**config.mk**
```make
export PLATFORM = sky130hd
export DESIGN_NAME = resp_capture_misr
export DESIGN_NICKNAME = d
export VERILOG_FILES = /design/src/rtl/resp_capture_misr.sv
export SDC_FILE = /design/constraint.sdc
export NUM_CORES = 1
export LEC_CHECK = 0
export ABC_CLOCK_PERIOD_IN_PS = 2200
export BUFFER_PORTS_ARGS = -buffer_cell sky130_fd_sc_hd__buf_2
export CORE_UTILIZATION = 52
export DETAILED_ROUTE_END_ITERATION = 10
export PLACE_DENSITY_LB_ADDON = 0.1
export RECOVER_POWER = 25
export SETUP_SLACK_MARGIN = 0.2
export SYNTH_ARGS = -nofsm -noshare
export SYNTH_HDL_FRONTEND = slang
export SYNTH_SLANG_ARGS = --single-unit
```
**constraint.sdc**
```tcl
create_clock -name CK -period 2.2 [get_ports CK]
set_input_delay 0.33 -clock CK [delete_from_list [all_inputs] [get_ports CK]]
set_output_delay 0.33 -clock CK [all_outputs]
set_load 0.01 [all_outputs]
```
**src/rtl/resp_capture_misr.sv**
```systemverilog
`default_nettype none
// ============================================================================
// Module   : resp_capture_misr
// Purpose  : Captures (pattern, response) pairs into a truth table, compares
//            it with a golden table and compacts responses into a 16-bit MISR.
//            Optional MISR build enabled by macro RESP_CAPTURE_MISR_EN.
// Revision : 1.0  initial release
// ============================================================================
module resp_capture_misr #(
  parameter int N_IN  = 3,
  parameter int CNT_W = 4
) (
  input  logic                   CK,
  input  logic                   reset,
  input  logic                   start,
  input  logic                   pat_valid,
  input  logic [N_IN-1:0]        pat,
  input  logic                   resp,
  input  logic [(1<<N_IN)-1:0]   expected_tt,
  output logic                   busy,
  output logic                   done,
  output logic [(1<<N_IN)-1:0]   truth_table,
  output logic                   mismatch,
  output logic [CNT_W-1:0]       mismatch_count,
  output logic                   dup_err,
  output logic [15:0]            signature
);

  localparam int c_n_pat = 1 << N_IN;

  typedef enum logic [1:0] {
    S_IDLE    = 2'd0,
    S_CAPTURE = 2'd1,
    S_DONE    = 2'd2
  } state_t;

  state_t               r_state;
  state_t               w_state_nxt;
  logic [c_n_pat-1:0]   r_seen;
  logic [c_n_pat-1:0]   r_exp;
  logic [c_n_pat-1:0]   r_tt;
  logic [CNT_W-1:0]     r_cnt;
  logic                 r_dup;
  logic                 r_mismatch;
  logic                 w_all_seen;
  logic                 w_accept;

  assign w_all_seen = &r_seen;
  // Samples arriving in the single cycle between "all seen" and DONE are dropped.
  assign w_accept   = (r_state == S_CAPTURE) && pat_valid && !start && !w_all_seen;

  always_ff @(posedge CK or negedge reset) begin
    if (!reset) r_state <= S_IDLE;
    else        r_state <= w_state_nxt;
  end

  always_comb begin
    w_state_nxt = r_state;
    case (r_state)
      S_IDLE:    if (start) w_state_nxt = S_CAPTURE;
      S_CAPTURE: begin
        if (start)           w_state_nxt = S_CAPTURE;
        else if (w_all_seen) w_state_nxt = S_DONE;
      end
      S_DONE:    if (start) w_state_nxt = S_CAPTURE;
      default:   w_state_nxt = S_IDLE;
    endcase
  end

  always_ff @(posedge CK or negedge reset) begin
    if (!reset) begin
      r_seen     <= '0;
      r_exp      <= '0;
      r_tt       <= '0;
      r_cnt      <= '0;
      r_dup      <= 1'b0;
      r_mismatch <= 1'b0;
    end else if (start) begin
      r_seen     <= '0;
      r_exp      <= expected_tt;
      r_tt       <= '0;
      r_cnt      <= '0;
      r_dup      <= 1'b0;
      r_mismatch <= 1'b0;
    end else begin
      if (w_accept) begin
        r_tt[pat]   <= resp;
        r_seen[pat] <= 1'b1;
        if (r_seen[pat]) begin
          r_dup <= 1'b1;
        end else if ((resp != r_exp[pat]) && (r_cnt != {CNT_W{1'b1}})) begin
          r_cnt <= r_cnt + CNT_W'(1);
        end
      end
      // Registered on the same edge that enters DONE.
      if ((r_state == S_CAPTURE) && w_all_seen) begin
        r_mismatch <= |(r_tt ^ r_exp);
      end
    end
  end

`ifdef RESP_CAPTURE_MISR_EN
  logic [15:0] r_sig;

  always_ff @(posedge CK or negedge reset) begin
    if (!reset)        r_sig <= 16'h0000;
    else if (start)    r_sig <= 16'hFFFF;
    else if (w_accept) r_sig <= {r_sig[14:0], 1'b0} ^ ((r_sig[15] ^ resp) ? 16'h1021 : 16'h0000);
  end

  assign signature = r_sig;
`else
  assign signature = 16'h0000;
`endif

  assign busy           = (r_state == S_CAPTURE);
  assign done           = (r_state == S_DONE);
  assign truth_table    = r_tt;
  assign mismatch       = r_mismatch;
  assign mismatch_count = r_cnt;
  assign dup_err        = r_dup;

endmodule
`default_nettype wire

```
==> metrics.md, run 1 <==
| Metric | Value |
|---|---|
| Critical path origin | `r_seen[7]` |
| Critical R2R Launch | `r_seen[7]` |
| Yosys warning total | `0` |
| First-pass GRT wire length | `5410 um` |
| Period utilization | `91.0%` |
| Die width | `59.9 um` |
| Worst EP arrival | `2.27 ns` |
| Max stage delay on crit path | `0.48 ns` |
| Fillers | `275` |
| Post-synth top flop | `dfrtp_1` |
| Static leakage | `0.000998 uW` |
| Pre-antenna DRT Iters | `4` |
| Synth unique cells | `34` |
| Layout Skew | `0.00859 ns` |
| GPL Wtd Cong | `0.818` |
| Placed cell count | `229` |
| CP bufs+invs | `0` |
| CP max stage cell | `or3_2` |
| CTS tree | `yes` |
| Seq cells post-synth | `32` |
| Mapped Area | `1750 um2` |
| Root buf cell | `clkbuf_4` |
| Final slew viol count | `33` |
| Routed len/inst | `13.8 um` |
| CTS buffer count | `5` |
| Core footprint | `3130 um2` |
| Worst IR Drop VDD | `0.331 mV` |
| Ports | `48` |
| Final design utilization | `62.4%` |
| Vias in the first global route | `1,195` |
| Nets | `210` |
| Top Family by Delay on Critical Path | `multiplexers` |
| Worst endpoint required time | `2.47 ns` |
| Post-DRT Antenna Nets | `0` |
| IO buf count | `31` |
| CP endpoint kind | `flop` |
| Clock Latency Late Sink | `0.33 ns` |
| RSZ-0062 raised after global routing | `true` |
| Failing checks | `max-capacitance violations, max-slew violations` |
| Total power draw | `1140 uW` |
| Die Area | `3590 um2` |
| DRC | `0` |
| Power per cell area | `583 nW/um2` |
| Detailed Place HPWL | `2380 um` |
| All-Layer GR Usage | `20.9%` |
| Hold Path Class | `in2reg` |
| Syn avg cell area | `11.0 um2` |
| Run status | `finished with violations` |
| Cells along the critical path | `mux4_2 > mux2_4 > nand3b_4 > or3_2 > a21oi_2` |
| HP Start | `expected_tt[6]` |
| DIE HEIGHT | `59.9 um` |
| Critical Path Start Type | `flop` |
| Layout area overhead | `11.9%` |
| Asr flop ratio synth | `100%` |
| Area post-placement | `1880 um2` |
| Diodes inserted | `0` |
| Post-synth EDFFs | `0` |
| Non-Filler Instances | `238` |
| MaxCap Viol Count | `1` |
| Layout cells sized above 1 | `29.4%` |
| Crit path kind | `reg2reg` |
| Setup TNS Final | `0 ns` |
| H-tree Lvls | `2` |
| Row count | `20` |
| Slew at the pin closest to its max-slew limit | `1.66 ns` |
| Detailed Route Iter0 Violations | `53` |
| Clock buffer depth | `2` |
| Post-Syn Instances | `158` |
| GRT Residual Overflow | `0` |
| Initial Util | `55.8%` |
| Hold Fails Final Rpt | `0` |
| Crit path time final | `2.00 ns` |
| Design area | `1950 um2` |
| Crit-path max FO | `7` |
| Initial antenna violation count | `0` |
| Largest net degree at the start of global routing | `33` |
| Vias | `1,250` |
| Fmax | `499 MHz` |
| # setup viols final | `0` |
| Vias per cell | `5.25` |
| Total wire length | `3280 um` |
| Slew margin rel. | `-10.9%` |
| Post-synthesis sequential area ratio | `45.9%` |
| CTS clk-pin slew, worst paths | `0.10 ns` |
| Num Clock Sinks | `32` |
[layer usage]
metal	share of wire [%]	up-vias	track usage, %
met5	0	-	0
met2	48	49	32.4
met4	2.4	0	12.0
li1	-	592	-
met1	44	598	26.8
met3	5.9	11	4.76
[power by group]
part | switching [uW] | leakage (uW) | internal [uW]
Clock | 193 | 0.0000326 | 158
Combinational | 88.4 | 0.000543 | 67.7
Sequential | 22.5 | 0.000422 | 610
Total | 304 | 0.000998 | 835
[area by class of cell]
| cell class | count | area [um2] | share of cell area (%) |
|---|---|---|---|
| Timing Repair Buffer | 35 | 184 | 9.42 |
| Inverter | 7 | 26.3 | 1.35 |
| Clock buffer | 8 | 58.8 | 3.01 |
| Tap cell | 44 | 55.1 | 2.82 |
| Sequential cell | 32 | 801 | 41.0 |
| Multi-Input combinational cell | 112 | 828 | 42.4 |
[through the flow]
step / setup WS (ns) / hold slack (ns)
finish: 0.197 / 0.227
global route: 0.143 / 0.213
CTS: 0.207 / 0.0580
detailed placement: 0.0987 / 0.420
global placement: 0.136 / 0.410
floorplan: 0.205 / 0.0344
[sequential cells by signal (all words and copies together), names as in the netlist]
| name | count |
|---|---|
| dup_err | 1 |
| mismatch | 1 |
| mismatch_count | 4 |
| r_exp | 8 |
| r_seen | 8 |
| r_state | 2 |
| truth_table | 8 |
[worst paths after layout]
check	to	slack, ns	cells after the start
max	mismatch_count[0]	0.20	5
min	r_exp[6]	0.23	2
max reg2reg	mismatch_count[0]	0.20	5
min reg2reg	dup_err	0.50	2
max in group asynchronous	r_seen[5]	0.82	1
min in group asynchronous	r_seen[3]	0.41	1
[cell usage after synthesis, types with 2 or more instances]
cell type / number / area [um2]
mux4_1: 3 / 78.8
xor2_1: 9 / 78.8
mux2i_1: 12 / 120
clkbuf_1: 3 / 11.3
and4_1: 2 / 17.5
nor2_1: 15 / 56.3
nor2b_1: 4 / 25.0
mux2_2: 10 / 113
inv_1: 7 / 26.3
nand2_1: 4 / 15.0
nor4_1: 2 / 12.5
nand3_1: 6 / 30.0
a21oi_1: 13 / 65.1
buf_4: 17 / 128
dfrtp_1: 32 / 801
[layout by cell type, fill, tap and decap left out, types with 2 or more instances in the layout]
| master | netlist | final |
|---|---|---|
| mux2i_1 | 12 | 12 |
| nor2_1 | 15 | 15 |
| inv_1 | 7 | 7 |
| and4_1 | 2 | 2 |
| nor4_1 | 2 | 2 |
| buf_2 | 0 | 30 |
| clkbuf_1 | 3 | 3 |
| dfrtp_1 | 32 | 32 |
| nor2b_1 | 4 | 4 |
| xor2_1 | 9 | 8 |
| nand2_1 | 4 | 4 |
| buf_4 | 17 | 4 |
| clkbuf_4 | 0 | 5 |
| mux4_2 | 0 | 2 |
| conb_1 | 1 | 16 |
| a21oi_1 | 13 | 12 |
| mux2_2 | 10 | 9 |
| nand3_1 | 6 | 6 |
[timing repair]
item,in CTS,in global routing
buffers inserted,0,1
setup endpoints to repair,0,4
resized for setup,0,3
hold buffers,0,0
[kinds of logic after synthesis]
group | Yosys count | share of synthesized area [%]
other | 1 | 0.215
buffers and inverters | 29 | 10.3
and+or+nand+nor | 40 | 12.8
xor gates and xnor gates | 9 | 4.52
DFF | 32 | 45.9
AOI/OAI and AO/OA | 21 | 7.74
adders and majority gates | 1 | 0.717
muxes | 25 | 17.9
Note: power is estimated with default switching activity, not from simulation.
==> run 2: changes to the inputs <==
- CAP_MARGIN: unset -> 20
- CORE_UTILIZATION: 52 -> 50
==> run 2 against run 1 <==
- the flow still finishes with violations (max-capacitance violations, max-slew violations)
- sequential share of layout area decreased by 1.2 points
- highest routed layer unchanged
- worst setup slack improved by 0.0075 ns
- die area increased by 3.9%
- non-clock buffer count increased by 1
- critical endpoint is now mismatch_count[3]
- final cell count increased by 1.3%
- hold slack got worse by 0.0020 ns
- flip-flop and latch count unchanged
- register-to-register slack about the same
- critical path type unchanged
- power increased by 14%
- count of clock-buffer cells in the layout decreased by 1
==> metrics.md, run 2 (synthesis gave the netlist of run 1 again) <==
| Metric | Value |
|---|---|
| Run status | `finished with violations` |
| Failing checks | `max-capacitance violations, max-slew violations` |
| Total power draw | `1300 uW` |
| Critical Path Start Type | `flop` |
| Setup TNS Final | `0 ns` |
| Fmax | `501 MHz` |
| Placed cell count | `232` |
| Row count | `21` |
| Crit Reg-Reg Endpoint | `mismatch_count[3]` |
| Core footprint | `3340 um2` |
| Critical path origin | `r_seen[5]` |
| Worst setup path end | `mismatch_count[3]` |
| Power per cell area | `646 nW/um2` |
| Diodes inserted | `0` |
| Reg2Reg Setup Slack | `0.20 ns` |
| Most frequent cells in the layout | `32 x dfrtp_1, 30 x buf_2, 16 x conb_1` |
| Final setup margin | `0.205 ns` |
| RSZ-0062 raised after global routing | `true` |
| Layout cells sized above 1 | `31.8%` |
| Largest net degree at the start of global routing | `33` |
| Crit-path max FO | `7` |
| Pre-antenna DRT Iters | `6` |
| Crit path time final | `2.00 ns` |
| Total wire length | `3450 um` |
| Slew margin rel. | `-13.1%` |
| DRC | `0` |
| CP endpoint kind | `flop` |
| Post-DRT Antenna Nets | `0` |
| Non-Filler Instances | `241` |
| FF-to-FF path depth | `5` |
| Critical R2R Launch | `r_seen[5]` |
| Detailed Place HPWL | `2500 um` |
| Dpl ws | `0.0799 ns` |
| CTS tree | `yes` |
| Vias in the first global route | `1,174` |
| Worst endpoint required time | `2.47 ns` |
| Layout Skew | `0.00766 ns` |
| Clock Latency Late Sink | `0.34 ns` |
| First-pass GRT wire length | `5490 um` |
| Static leakage | `0.00102 uW` |
| Initial Util | `52.3%` |
| IO buf count | `31` |
| Detailed Route Iter0 Violations | `64` |
| Root buf cell | `clkbuf_4` |
| Routed len/inst | `14.3 um` |
| Commonest non-fill, non-tap cell in the layout | `dfrtp_1` |
| Hold Path Class | `in2reg` |
| Crit path kind | `reg2reg` |
| Slew at the pin closest to its max-slew limit | `1.70 ns` |
| DIE HEIGHT | `61.1 um` |
| Final slew viol count | `33` |
| H-tree Lvls | `2` |
| Worst IR Drop VDD | `0.446 mV` |
| Vias per cell | `5.22` |
| Die Area | `3730 um2` |
| Num Clock Sinks | `32` |
| Layout area overhead | `15.2%` |
| Die width | `61.1 um` |
| Clock buffer depth | `2` |
| GRT Residual Overflow | `0` |
| Final design utilization | `60.3%` |
| All-Layer GR Usage | `21.0%` |
| MaxCap Viol Count | `1` |
| GPL Wtd Cong | `0.852` |
| Ports | `48` |
| CTS clk-pin slew, worst paths | `0.10 ns` |
| Worst EP arrival | `2.26 ns` |
| Period utilization | `90.7%` |
| CTS buffer count | `5` |
| Hold Fails Final Rpt | `0` |
| Vias | `1,257` |
| Nets | `211` |
| # setup viols final | `0` |
| Initial antenna violation count | `0` |
[run 2: critical path: stages (launching register included)]
cell      delay [ns]
dfrtp_1         0.41
mux4_2          0.48
mux2_4          0.29
nand3b_4        0.19
or4_4           0.43
a21oi_2         0.13
[run 2: per-layer routing]
metal	global-route usage, %	share of wire (%)
met1	26.2	41
met2	34.9	53
met3	6.30	5.9
met4	6.82	0.64
met5	0	0
[run 2: report_power, final]
part | internal (uW) | leakage [uW] | switching [uW]
clock | 302 | 0.0000515 | 206
combinational | 68.1 | 0.000551 | 90.4
sequential | 610 | 0.000422 | 22.3
[run 2: repair_timing]
action,4_1_cts,5_1_grt
setup buffers,1,0
hold buffers,0,0
setup endpoints to repair,3,2
resized for setup,3,3
[run 2: worst min-delay path by stage]
| stage | from | endpoint | slack (ns) | cells after the start |
|---|---|---|---|---|
| 6_report | expected_tt[5] | r_exp[5] | 0.22 | 2 |
| 5_1_grt | expected_tt[6] | r_exp[6] | 0.21 | 2 |
| 4_1_cts | reset | mismatch_count[0] | 0.05 | 1 |
| 3_5_place_dp | reset | dup_err | 0.43 | 1 |
| 3_3_place_gp | reset | r_seen[1] | 0.41 | 1 |
| 2_1_floorplan | reset | dup_err | 0.03 | 0 |
[run 2: per-stage QoR]
stage	cell area, um2	hold slack [ns]
global placement	1890	0.413
detailed placement	1890	0.428
finish	2010	0.225
CTS	2000	0.0505
floorplan	1800	0.0344
global route	2010	0.208
[run 2: area by class of cell]
type,instances,area [um2]
fillers,329,1330
multi-input cells,112,840
flip-flops and latches,32,801
repair buffers,36,191
clock buffers,7,65.1
well taps,46,57.6
clock inverters,1,30.0
inverters,7,26.3
